--- src/rtl/onehot_seq_encoder.sv ---
// onehot_seq_encoder
//   Serial multi-hot encoder. Accepts a request vector over a valid/ready
//   handshake and emits the index of each set bit as one beat per handshake.
//   By default it emits the lowest set bit first.
//
//   Build option: define ENC_MSB_FIRST_EN to emit the highest set bit first.
//   The out_last rule is the same in both builds.
//
// Ports
//   clk        in   rising-edge clock
//   resetn     in   synchronous reset, active-low
//   in_valid   in   upstream vector valid
//   in_ready   out  vector can be accepted this cycle
//   in_vec     in   request vector, sampled on in_valid && in_ready
//   out_valid  out  out_idx is valid
//   out_ready  in   downstream accepts out_idx
//   out_idx    out  index of the currently selected set bit
//   out_last   out  final beat of the current vector
//   busy       out  pending bits remain
//
// FSM states
//   state   | meaning
//   S_IDLE  | nothing pending, ready for a new vector
//   S_DRAIN | emitting one index per accepted beat from pending
module onehot_seq_encoder #(
  parameter int IN_W  = 8,
  parameter int IDX_W = $clog2(IN_W)
) (
  input  logic             clk,
  input  logic             resetn,
  input  logic             in_valid,
  output logic             in_ready,
  input  logic [IN_W-1:0]  in_vec,
  output logic             out_valid,
  input  logic             out_ready,
  output logic [IDX_W-1:0] out_idx,
  output logic             out_last,
  output logic             busy
);

  typedef enum logic [0:0] {
    S_IDLE  = 1'b0,
    S_DRAIN = 1'b1
  } state_t;

  state_t            state;
  state_t            state_nxt;
  logic [IN_W-1:0]   pending;
  logic [IN_W-1:0]   pending_nxt;
  logic [IDX_W-1:0]  sel_idx;
  logic              single;
  logic              beat;
  logic              accept;

  // Scan direction sets emission order. The last match in the loop wins,
  // so the loop runs opposite to the desired priority.
  always_comb begin
    sel_idx = '0;
`ifdef ENC_MSB_FIRST_EN
    for (int i = 0; i < IN_W; i++) begin
      if (pending[i]) sel_idx = IDX_W'(i);
    end
`else
    for (int i = IN_W - 1; i >= 0; i--) begin
      if (pending[i]) sel_idx = IDX_W'(i);
    end
`endif
  end

  // Exactly one bit set: non-zero and clearing the lowest set bit leaves zero.
  assign single    = (pending != '0) && ((pending & (pending - IN_W'(1))) == '0);

  assign out_valid = (state == S_DRAIN);
  assign out_idx   = sel_idx;
  assign out_last  = out_valid && single;
  assign busy      = (pending != '0);

  assign beat      = out_valid && out_ready;
  // Opening in_ready on the accepted last beat lets the next vector follow
  // without a bubble.
  assign in_ready  = (state == S_IDLE) || (beat && single);
  assign accept    = in_valid && in_ready;

  always_comb begin
    state_nxt   = state;
    pending_nxt = pending;
    case (state)
      S_IDLE: begin
        // An all-zero vector is consumed and dropped.
        if (accept && (in_vec != '0)) begin
          pending_nxt = in_vec;
          state_nxt   = S_DRAIN;
        end
      end
      S_DRAIN: begin
        if (beat) begin
          if (single) begin
            if (accept && (in_vec != '0)) begin
              pending_nxt = in_vec;
            end else begin
              pending_nxt = '0;
              state_nxt   = S_IDLE;
            end
          end else begin
            pending_nxt = pending & ~(IN_W'(1) << sel_idx);
          end
        end
      end
      default: begin
        pending_nxt = '0;
        state_nxt   = S_IDLE;
      end
    endcase
  end

  always_ff @(posedge clk) begin
    if (!resetn) begin
      state   <= S_IDLE;
      pending <= '0;
    end else begin
      state   <= state_nxt;
      pending <= pending_nxt;
    end
  end

endmodule
--- config.mk ---
export PLATFORM = sky130hd
export DESIGN_NAME = onehot_seq_encoder
export DESIGN_NICKNAME = d
export VERILOG_FILES = /design/src/rtl/onehot_seq_encoder.sv
export SDC_FILE = /design/constraint.sdc
export NUM_CORES = 1
export LEC_CHECK = 0
export BUFFER_PORTS_ARGS = -buffer_cell sky130_fd_sc_hd__buf_2
export CORE_UTILIZATION = 46
export CTS_CLUSTER_SIZE = 20
export DETAILED_ROUTE_END_ITERATION = 7
export PLACE_DENSITY = 0.81
export SLEW_MARGIN = 15
export SYNTH_ARGS = -nofsm -noshare
export SYNTH_HDL_FRONTEND = slang
export SYNTH_SLANG_ARGS = --single-unit
--- constraint.sdc ---
create_clock -name clk -period 2 [get_ports clk]
set_input_delay 0.1 -clock clk [delete_from_list [all_inputs] [get_ports clk]]
set_output_delay 0.1 -clock clk [all_outputs]
set_load 0.03 [all_outputs]
# Word level (Yosys, flattened, before mapping)
# Index checks and enable logic that the tools add are counted.
dict set report word_totals {
  ff_bits 9
  mem_bits_rw 0
  mem_count 0
  latch_bits 0
  wordCells 38
  inputBits 12
  romBits 0
  output_inout_bits 7
}
dict set report classes {
  n_lt_le_gt_ge 0
  div_mod_pow 0
  n_eq_ne 2
  n_reduce_logical 11
  mux 17
  bitwise_logic 4
  add_sub_neg 1
  shifts 1
  mul 0
}
# cell n
set ops {}
lappend ops {{8-bit two-way mux} 4}
lappend ops {{3-bit two-way mux} 8}
lappend ops {{8-bit bitwise AND} 2}
lappend ops {{8-bit one-hot mux with 2 select lines} 1}
lappend ops {{8-bit nonzero test} 2}
lappend ops {{8-bit zero test} 1}
lappend ops {{8-bit inverter} 1}
lappend ops {{1-bit by 3-bit << shifter with 8-bit output (first input constant)} 1}
lappend ops {{8-bit by 1-bit subtractor with 8-bit output (second input constant)} 1}
lappend ops {{1-bit logical AND} 6}
lappend ops {{2-bit by 1-bit inequality test with 1-bit output (second input constant)} 2}
lappend ops {{1-bit two-way mux} 3}
lappend ops {{1-bit one-hot mux with 2 select lines} 1}
lappend ops {{2-bit AND reduction} 1}
lappend ops {{1-bit logical OR} 1}
lappend ops {{1-bit inverter} 1}

# Depth between registers and ports, before layout
# Gate-level depths: netlist of run 1.
dict set report depth {
  depth_word 14
  depth_mapped 6
  ltp_nobuf 5
}

# Least setup slack after synthesis of run 1
# Ideal clock, no wire load.
dict set report synth_timing {
  path_kind {register -> register}
  start {register pending[2]}
  end {register pending[3]}
  arrival_ns 1.612
  synth_period_minus_slack_ns 1.745
  stages_incl_launch_ff 6
  path_buffers 1
  path_slack_ns 0.255
  required_time_ns 1.868
  setup_time_ns 0.132
  cell_sequence {dfxtp_1 > buf_2 > or4_1 > a21o_1 > a311oi_2 > o22ai_1}
}
dict set report synth_between {
  elab_chain_len 12
  elab_cells_between_ends 21
  cone_classes {1 x add/sub; 1 x eq/ne; 1 x shift; 7 x mux; 3 x bitwise; 8 x reduce/logical}
}
# element line_no
set synth_lines {}
lappend synth_lines {{start, declared} 48} ;# logic [IN_W-1:0] pending;
lappend synth_lines {{start signal, assigned} 122} ;# pending <= pending_nxt;
lappend synth_lines {{8-bit by 1-bit subtractor with 8-bit output} 71} ;# assign single = (pending != '0) && ((pending & (pending - IN_W'(1))) == '0);
lappend synth_lines {{8-bit bitwise AND} 71}
lappend synth_lines {{8-bit zero test} 71}
lappend synth_lines {{1-bit logical AND} 71}
lappend synth_lines {{1-bit logical AND} 81} ;# assign in_ready = (state == S_IDLE) || (beat && single);
lappend synth_lines {{1-bit logical OR} 81}
lappend synth_lines {{1-bit logical AND} 82} ;# assign accept = in_valid && in_ready;
lappend synth_lines {{1-bit logical AND} {90, 98}}
lappend synth_lines {{8-bit two-way mux} 98} ;# if (accept && (in_vec != '0)) begin
lappend synth_lines {{8-bit two-way mux} 97} ;# if (single) begin
lappend synth_lines {{8-bit two-way mux} 96} ;# if (beat) begin
lappend synth_lines {{8-bit one-hot mux with 2 select lines} 87} ;# case (state)
# Parallel ways exist; a longest one is shown, timed or not. The select of a mux whose other input is x is not followed.
# A chain may end at the register's enable or synchronous reset.

# Worst setup path after layout of run 1
dict set report layout_timing {
  start {register pending[5]}
  end {output port out_last}
}
dict set report layout_between {
  elab_chain_len 5
  elab_cells_between_ends 6
  cone_classes {1 x add/sub; 1 x bitwise; 4 x reduce/logical}
}
# element line_no
set layout_lines {}
lappend layout_lines {{8-bit by 1-bit subtractor with 8-bit output} 71}
lappend layout_lines {{8-bit bitwise AND} 71}
lappend layout_lines {{8-bit zero test} 71}
lappend layout_lines {{1-bit logical AND *} 71}
lappend layout_lines {{1-bit logical AND *} 75} ;# assign out_last = out_valid && single;
lappend layout_lines {{end, declared} 37} ;# output logic out_last,
# Mark *: on every way between the ends. The rest lies on a longest branch, timed or not.

==> results of run 1 <==
==> cells in the final DEF, fill, tap and decap left out, types with 2 or more instances in the layout <==
cell type	Yosys	layout
a211oi_1	2	2
a41oi_1	2	2
buf_2	1	16
buf_4	0	9
buf_6	0	2
clkbuf_4	0	3
dfxtp_1	9	4
dfxtp_4	0	4
inv_1	11	11
nand2_1	8	7
nand3_1	2	2
nor2_1	8	8
o21ai_0	3	3
o21ai_1	2	2
o22ai_1	7	7
o311ai_0	3	3
or2_2	2	2
or4_1	3	2
==> stage by stage <==
stage	cell area [um^2]	hold slack [ns]
after floorplan	622	0.218
after global placement	736	0.351
after CTS	776	0.0907
after detailed placement	736	0.358
after global routing	856	0.0916
final	856	0.0803
==> metal layers <==
metal  vias to the layer above  GRT usage  share of wire
met2                        53      0.413           0.45
met4                         0      0.129          0.020
met5                         -          0              0
met3                         8     0.0578          0.085
li1                        369          -              -
met1                       372      0.384           0.44
==> cell usage after synthesis <==
cell type / number / area share
nor3_1: 1 / 0.0080
or4_1: 3 / 0.036
a31o_2: 1 / 0.014
and3_1: 1 / 0.010
o31a_1: 1 / 0.014
buf_2: 1 / 0.0080
a41o_1: 1 / 0.016
nor4_2: 1 / 0.020
nand2b_1: 1 / 0.010
inv_1: 11 / 0.066
a211oi_1: 2 / 0.024
o311ai_0: 3 / 0.042
clkbuf_1: 3 / 0.018
a41oi_1: 2 / 0.028
a221oi_1: 1 / 0.014
o22a_1: 1 / 0.014
o21ai_0: 3 / 0.024
a21bo_2: 1 / 0.016
nand2_1: 8 / 0.048
o211ai_1: 1 / 0.012
dfxtp_1: 9 / 0.29
a21oi_1: 1 / 0.0080
a311oi_2: 1 / 0.024
o21ai_1: 2 / 0.016
o21a_1: 1 / 0.012
nand4b_1: 1 / 0.014
a31oi_1: 1 / 0.010
a21o_1: 1 / 0.012
nand3_1: 2 / 0.016
nor2_1: 8 / 0.048
or2_2: 2 / 0.020
xor2_1: 1 / 0.014
o22ai_1: 7 / 0.070
==> sequential cells by signal (all words and copies together) (netlist names) <==
register and count:
pending 8, out_valid 1
==> timing repair <==
action / in CTS / in global routing
setup endpoints to repair: 2 / 2
resized for setup: 5 / 14
pin swaps: 0 / 3
buffers inserted: 0 / 6
cloned: 0 / 0
==> critical path, delay by kind of cell, from the launching register on <==
| kind | cells | cell delay (ns) |
|---|---|---|
| DFF | 1 | 0.37 |
| AOI/OAI and AO/OA | 1 | 0.25 |
| buffers and inverters | 1 | 0.12 |
| and+or+nand+nor | 4 | 0.88 |
==> layout make-up <==
type / count / area share
multi-input combinational: 60 / 0.472
sequential: 9 / 0.230
timing repair buffer: 27 / 0.199
inverter: 11 / 0.0482
clock buffer: 4 / 0.0307
tap: 14 / 0.0205
==> kinds of logic (layout without fill, tap and decap cells) <==
logic type	after synthesis	count (layout)	share of synthesized area
XOR/XNOR	1	1	0.0141
AO/OA/AOI/OAI	31	31	0.372
flip-flops	9	9	0.290
buffers and inverters	15	42	0.0925
AND/OR/NAND/NOR	28	28	0.231
==> worst max-delay path by stage <==
stage | cells past startpoint | to | start
global route | 5 | pending[3]$_SDFFE_PN0P_ | pending[5]$_SDFFE_PN0P_
CTS | 5 | out_last | pending[3]$_SDFFE_PN0P_
detailed placement | 5 | pending[3]$_SDFFE_PN0P_ | pending[4]$_SDFFE_PN0P_
floorplan | 5 | pending[3]$_SDFFE_PN0P_ | pending[2]$_SDFFE_PN0P_
finish | 6 | out_last | pending[5]$_SDFFE_PN0P_
global placement | 5 | pending[6]$_SDFFE_PN0P_ | pending[4]$_SDFFE_PN0P_
==> power by group through the flow <==
stage	registers, mW	logic [mW]	clock network [mW]
6_report	0.237	0.420	0.140
5_1_grt	0.240	0.448	0.153
4_1_cts	0.242	0.343	0.139
3_5_place_dp	0.240	0.335	0
3_3_place_gp	0.238	0.331	0
2_1_floorplan	0.230	0.244	0
==> results.yml, run 1 <==
run_status:
  status: "complete, no violations"
sta:
  fmax_mhz: 505
  finalHoldViolations: 0
  fin_crit_ns: 1.98
  rsz0062_at_grt: "true"
  slew_viol_final: 0
  fin_crit_sh: 0.989
  finalSetupViolCount: 0
  fin_ws_ns: 0.0216
  fin_skew_ns: 0.00547
  setup_tns_ns: 0
  tightest_slew_ns: 0.447
  slew_headroom: 0.702
logic_synthesis:
  synthesis.area_um2: 622
  synth_cells: 84
  avgSynthCellArea_um2: 7.40
  syn-num-nets: 96
  synth.distinct_cells: 33
  ys_seq_elements: 9
  yosysSeqAreaShare: 0.290
  synth_warnings: 0
routing:
  routed_wl_um: 1860
  via_per_inst: 6.42
  wl_per_cell_um: 14.9
  ant_nets: 0
  num_vias: 802
  drt_iter0_markers: 48
  first_pass_iters: 4
  drc: 0
pwr:
  p_per_area_mw_per_mm2: 932
  seq_power_share: 0.298
  totalPowerFinal_uw: 798
  switching_share: 0.422
  clkPwrFrac: 0.176
  ir_drop_uv: 411
  p_int_uw: 461
  p_comb_frac: 0.527
  leakage_nw: 0.383
  p_switching_uw: 337
cts:
  clock-root-buffer: "clkbuf_4"
  cts_num_sinks: 9
  cts_buffer_depth: 2
  cts_tree: "built"
  path_clk_slew_ns: 0.06
  postCtsHoldBufs: 0
  clkLatencyLatePin_ns: 0.26
  numCtsBuffers: 3
  htreeDepth: 1
floorplanning:
  rows: 12
  dieArea_mm2: 0.00150
  die_y_um: 38.8
  core_mm2: 0.00119
  initial_core_util: 0.524
  io_pins: 19
  die_width_um: 38.8
global_route:
  overflow: 0
  grt_first_pass_wirelength_um: 2830
  grt_use_total: 0.280
  antenna_found_initial: 0
  grt_max_degree: 12
  grt_pass1_vias: 668
final_layout:
  regArea_um2: 196
  fillers: 99
  final_nets: 124
  synthToLayoutAreaGrowth_pct: 37.6
  layout-drive-gt1-share: 0.396
  n_antenna_cell: 0
  final_util: 0.722
  fin_cells: 125
  multi_input_area_um2: 404
worst_setup_path:
  start_kind: "flop"
  cpPeakStageDelay_ns: 0.53
  rr_worst_depth: 5
  r2r_slack_ns: 0.06
  cp.arrival_ns: 1.88
  slowest_stage: "or4_4"
  reg2reg_from: "pending[5]$_SDFFE_PN0P_"
  cp-end-kind: "output pin"
  crit_path_cell_trace: "nor4_4 -> or4_4 -> a21o_1 -> nand2_2 -> and3_4 -> buf_6"
  crit_path_max_fanout: 4
  critPathKind: "reg2out"
  critPathRequiredTime_ns: 1.90
  r2r_end: "pending[3]$_SDFFE_PN0P_"
hold_path:
  min_path_cells: 3
  hold_path_end: "pending[3]$_SDFFE_PN0P_"
  hp-start: "in_vec[3]"
  hold_path.class: "in2reg"
placement:
  hpwlAfterDp_um: 1310
  dp.cells: 115
  place.gp.congestion: 0.975
  preCtsSetupSlack_ns: 0.125
  io_buffers: 18
job:
  max-cap-violations: 0
Power figures use the tool's default switching activity.
==> run 2: changes to the inputs <==
--- a/config.mk
+++ b/config.mk
@@ -9,6 +9,7 @@
 export CORE_UTILIZATION = 46
 export CTS_CLUSTER_SIZE = 20
 export DETAILED_ROUTE_END_ITERATION = 7
+export MAX_ROUTING_LAYER = met4
 export PLACE_DENSITY = 0.81
 export SLEW_MARGIN = 15
 export SYNTH_ARGS = -nofsm -noshare
==> results.yml, run 2 (synthesized netlist as in run 1, its figures left out) <==
cts:
  cts_buffer_depth: 2
  cts_tree: "built"
  cts_num_sinks: 9
  clkLatencyLatePin_ns: 0.26
  postCtsHoldBufs: 0
  htreeDepth: 1
  path_clk_slew_ns: 0.06
  clock-root-buffer: "clkbuf_4"
  numCtsBuffers: 3
pwr:
  leakage_nw: 0.383
  p_per_area_mw_per_mm2: 934
  p_switching_uw: 338
  switching_share: 0.423
  seq_power_share: 0.298
  p_comb_frac: 0.525
  clkPwrFrac: 0.177
  p_int_uw: 461
  ir_drop_uv: 412
routing:
  via_per_inst: 6.32
  drt_iter0_markers: 48
  routed_wl_um: 1870
  ant_nets: 0
  num_vias: 790
  drc: 0
  first_pass_iters: 4
  wl_per_cell_um: 15.0
worst_setup_path:
  critPathKind: "reg2out"
  cp-end-kind: "output pin"
  reg2reg_from: "pending[5]$_SDFFE_PN0P_"
  cp.arrival_ns: 1.88
  critPathRequiredTime_ns: 1.90
  r2r_end: "pending[3]$_SDFFE_PN0P_"
  rr_worst_depth: 5
  start_kind: "flop"
  r2r_slack_ns: 0.06
  crit_path_max_fanout: 4
hold_path:
  hold_path.class: "in2reg"
  hp-start: "in_vec[3]"
  min_path_cells: 3
  hold_path_end: "pending[3]$_SDFFE_PN0P_"
final_layout:
  synthToLayoutAreaGrowth_pct: 37.6
  regMostFlops: "pending"
  fin_cells: 125
  fillers: 99
  regArea_um2: 196
  n_antenna_cell: 0
  largest_reg_flops: 8
  final_nets: 124
  final_common_cell: "buf_2"
  multi_input_area_um2: 404
  layout_common_cells: "buf_2, inv_1, buf_4"
  layout-drive-gt1-share: 0.396
global_route:
  overflow: 0
  grt_use_total: 0.286
  grt_max_degree: 12
  antenna_found_initial: 0
  grt_first_pass_wirelength_um: 2830
  grt_pass1_vias: 668
floorplanning:
  die_y_um: 38.8
  initial_core_util: 0.524
  io_pins: 19
  rows: 12
  die_width_um: 38.8
  dieArea_mm2: 0.00150
  core_mm2: 0.00119
placement:
  place.gp.congestion: 0.993
  dp.cells: 115
  hpwlAfterDp_um: 1310
  preCtsSetupSlack_ns: 0.125
  io_buffers: 18
sta:
  fin_crit_ns: 1.98
  tightest_slew_ns: 0.448
  slew_viol_final: 0
  rsz0062_at_grt: "true"
  finalSetupViolCount: 0
  hold_slack_ns: 0.0776
  fin_ws_ns: 0.0194
  fin_skew_ns: 0.00311
  fmax_mhz: 505
  fin_crit_sh: 0.990
  finalHoldViolations: 0
  setup_tns_ns: 0
  slew_headroom: 0.701
job:
  max-cap-violations: 0
run_status:
  status: "complete, no violations"
-- run 2: how the worst max path moves through the flow --
stage / startpoint / endpoint / slack (ns)
finish: pending[5]$_SDFFE_PN0P_ / out_last / 0.02
global route: pending[5]$_SDFFE_PN0P_ / pending[3]$_SDFFE_PN0P_ / -0.03
CTS: pending[3]$_SDFFE_PN0P_ / out_last / 0.05
detailed placement: pending[4]$_SDFFE_PN0P_ / pending[3]$_SDFFE_PN0P_ / 0.12
global placement: pending[4]$_SDFFE_PN0P_ / pending[6]$_SDFFE_PN0P_ / 0.17
floorplan: pending[2]$_SDFFE_PN0P_ / pending[3]$_SDFFE_PN0P_ / 0.26
-- run 2: what timing repair did --
action,CTS,global route
cloned,0,0
endpoints found under the setup margin,2,2
pin swaps,0,3
setup buffers,0,6
gates resized for setup,5,14
-- run 2: worst max-delay path: stages, from the launching register on --
cell	delay, ns
dfxtp_4	0.37
nor4_4	0.06
or4_4	0.53
a21o_1	0.24
nand2_2	0.09
and3_4	0.19
buf_6	0.12
-- run 2: metal layers --
metal,part of all wire,vias to the layer above,track usage
li1,-,369,-
met1,0.44,364,0.384
met2,0.46,50,0.413
met3,0.079,7,0.0578
met4,0.025,0,0.129
met5,0,-,-
-- run 2: layout make-up --
type	instances	area share
Inverter	11	0.0482
Multi-Input combinational cell	60	0.472
Sequential cell	9	0.230
Tap cell	14	0.0205
Timing Repair Buffer	27	0.199
Clock buffer	4	0.0307
-- run 2: power groups by stage --
stage	registers, mW	clock network, mW	logic [mW]
5_1_grt	0.240	0.153	0.448
3_3_place_gp	0.238	0	0.331
6_report	0.238	0.141	0.420
3_5_place_dp	0.240	0	0.335
4_1_cts	0.242	0.139	0.343
2_1_floorplan	0.230	0	0.244
-- run 2: through the flow --
stage               power, mW   util  area, um^2
floorplan               0.474      -         622
global placement        0.568  0.620         736
CTS                     0.724  0.654         776
detailed placement      0.576  0.620         736
finish                  0.799  0.722         856
global route            0.841  0.722         856
==> run 3: changes to the inputs <==
--- a/config.mk
+++ b/config.mk
@@ -6,11 +6,12 @@
 export NUM_CORES = 1
 export LEC_CHECK = 0
 export BUFFER_PORTS_ARGS = -buffer_cell sky130_fd_sc_hd__buf_2
-export CORE_UTILIZATION = 46
+export CORE_AREA = 2 2 39 41
 export CTS_CLUSTER_SIZE = 20
 export DETAILED_ROUTE_END_ITERATION = 7
+export DIE_AREA = 0 0 41 43
 export MAX_ROUTING_LAYER = met4
-export PLACE_DENSITY = 0.81
+export PLACE_DENSITY = 0.82
 export SLEW_MARGIN = 15
 export SYNTH_ARGS = -nofsm -noshare
 export SYNTH_HDL_FRONTEND = slang
==> results.yml, run 3 (synthesized netlist as in run 1, its figures left out) <==
run_status:
  status: "complete, no violations"
placement:
  io_buffers: 18
  preCtsSetupSlack_ns: 0.0800
  placed_area_um2: 723
  place.gp.congestion: 0.976
  hpwlAfterDp_um: 1240
routing:
  drt_iter0_markers: 27
  first_pass_iters: 4
  ant_nets: 0
  num_vias: 724
  via_per_inst: 6.03
  drc: 0
  wl_per_cell_um: 14.8
  routed_wl_um: 1770
floorplanning:
  dieArea_mm2: 0.00176
  core_mm2: 0.00138
  die_y_um: 43
  die_width_um: 41
  io_pins: 19
  rows: 14
  initial_core_util: 0.449
global_route:
  grt_first_pass_wirelength_um: 2700
  grt_max_degree: 12
  overflow: 0
  antenna_found_initial: 0
  grt_use_total: 0.223
  grt_pass1_vias: 658
final_layout:
  largest_reg_flops: 8
  final_common_cell: "buf_2"
  synthToLayoutAreaGrowth_pct: 28.6
  n_antenna_cell: 0
  layout-drive-gt1-share: 0.337
  fillers: 132
  final_nets: 117
  regMostFlops: "pending"
  final_cell_area_um2: 800
  layout_common_cells: "buf_2, inv_1, nor2_1"
hold_path:
  hold_path.class: "in2reg"
  min_path_cells: 3
  hp-start: "in_vec[0]"
  hold_path_end: "pending[0]$_SDFFE_PN0P_"
sta:
  fmax_mhz: 505
  slew_headroom: 0.684
  rsz0062_at_grt: "true"
  fin_ws_ns: 0.0179
  fin_crit_ns: 1.98
  finalSetupViolCount: 0
  slew_viol_final: 0
  fin_crit_sh: 0.991
  finalHoldViolations: 0
  setup_tns_ns: 0
  tightest_slew_ns: 0.474
  fin_skew_ns: 0.00125
cts:
  htreeDepth: 1
  numCtsBuffers: 3
  cts_tree: "built"
  cts_num_sinks: 9
  clkLatencyLatePin_ns: 0.26
  cts_buffer_depth: 2
  path_clk_slew_ns: 0.07
  clock-root-buffer: "clkbuf_4"
worst_setup_path:
  r2r_end: "pending[3]$_SDFFE_PN0P_"
  cpPeakStageDelay_ns: 0.52
  cp.arrival_ns: 2.12
  rr_worst_depth: 5
  reg2reg_from: "pending[6]$_SDFFE_PN0P_"
  crit_path_max_fanout: 6
  cp-end-kind: "flop"
  slowest_stage: "or4_4"
  crit_path_cell_trace: "nor4_4 -> or4_4 -> a21o_1 -> a311oi_2 -> o22ai_1"
  crit_buf_inv: 0
  start_kind: "flop"
  r2r_slack_ns: 0.02
  cpLargestDelayFamily: "compound AO/OA/AOI/OAI gates"
  critPathKind: "reg2reg"
  critPathRequiredTime_ns: 2.13
pwr:
  leakage_nw: 0.348
  ir_drop_uv: 423
  totalPowerFinal_uw: 757
  p_per_area_mw_per_mm2: 947
job:
  max-cap-violations: 0
==> run 3: cell types whose count changed in the layout (fill, tap and decap cells not counted), sizes merged <==
cell / previous run / this run
buf: 27 / 20
==> run 3: worst reg2reg max path, cell delays in order, from the launching register on <==
cell and delay [ns]:
dfxtp_4 0.39, nor4_4 0.06, or4_4 0.52, a21o_1 0.25
a311oi_2 0.47, o22ai_1 0.16
==> run 3: worst max-delay path by stage <==
stage	from	end	cells after the start
final	pending[6]$_SDFFE_PN0P_	pending[3]$_SDFFE_PN0P_	5
after global routing	pending[7]$_SDFFE_PN0P_	in_ready	6
after CTS	pending[1]$_SDFFE_PN0P_	in_ready	5
after detailed placement	pending[4]$_SDFFE_PN0P_	pending[3]$_SDFFE_PN0P_	5
after global placement	pending[5]$_SDFFE_PN0P_	pending[3]$_SDFFE_PN0P_	5
after floorplan	pending[2]$_SDFFE_PN0P_	pending[3]$_SDFFE_PN0P_	5
==> run 3: timing repair <==
item,4_1_cts,5_1_grt
buffers inserted,0,1
endpoints found under the setup margin,2,2
hold buffers,0,0
pin swaps,0,3
gates resized for setup,5,12
gates cloned,0,0
==> run 3: per-stage QoR <==
step,hold WS (ns),std cells,utilization
after floorplan,0.218,84,-
after global placement,0.339,115,0.523
after detailed placement,0.348,115,0.523
after CTS,0.0715,119,0.552
after global routing,0.0942,120,0.578
final,0.0792,120,0.578
==> run 3: cell type report <==
type,count,area (um^2),share of cell area
Clock buffer,4,26.3,0.0329
Sequential cell,9,195,0.244
Multi-Input combinational cell,60,399,0.499
Tap cell,16,20.0,0.0250
Timing Repair Buffer,20,118,0.147
Inverter,11,41.3,0.0516
==> run 3: report_power, final <==
| part | switching [mW] | leakage, nW | total [mW] | internal [mW] |
|---|---|---|---|---|
| Combinational | 0.220 | 0.256 | 0.363 | 0.144 |
| Clock | 0.0698 | 0.0150 | 0.147 | 0.0771 |
| Sequential | 0.0419 | 0.0770 | 0.246 | 0.204 |
==> run 3: layer usage <==
metal | up-vias | track usage | wire, um
met1 | 334 | 0.294 | 738
met2 | 29 | 0.334 | 875
met5 | - | - | 0
met3 | 9 | 0.0576 | 93
li1 | 352 | - | -
met4 | 0 | 0.0533 | 63
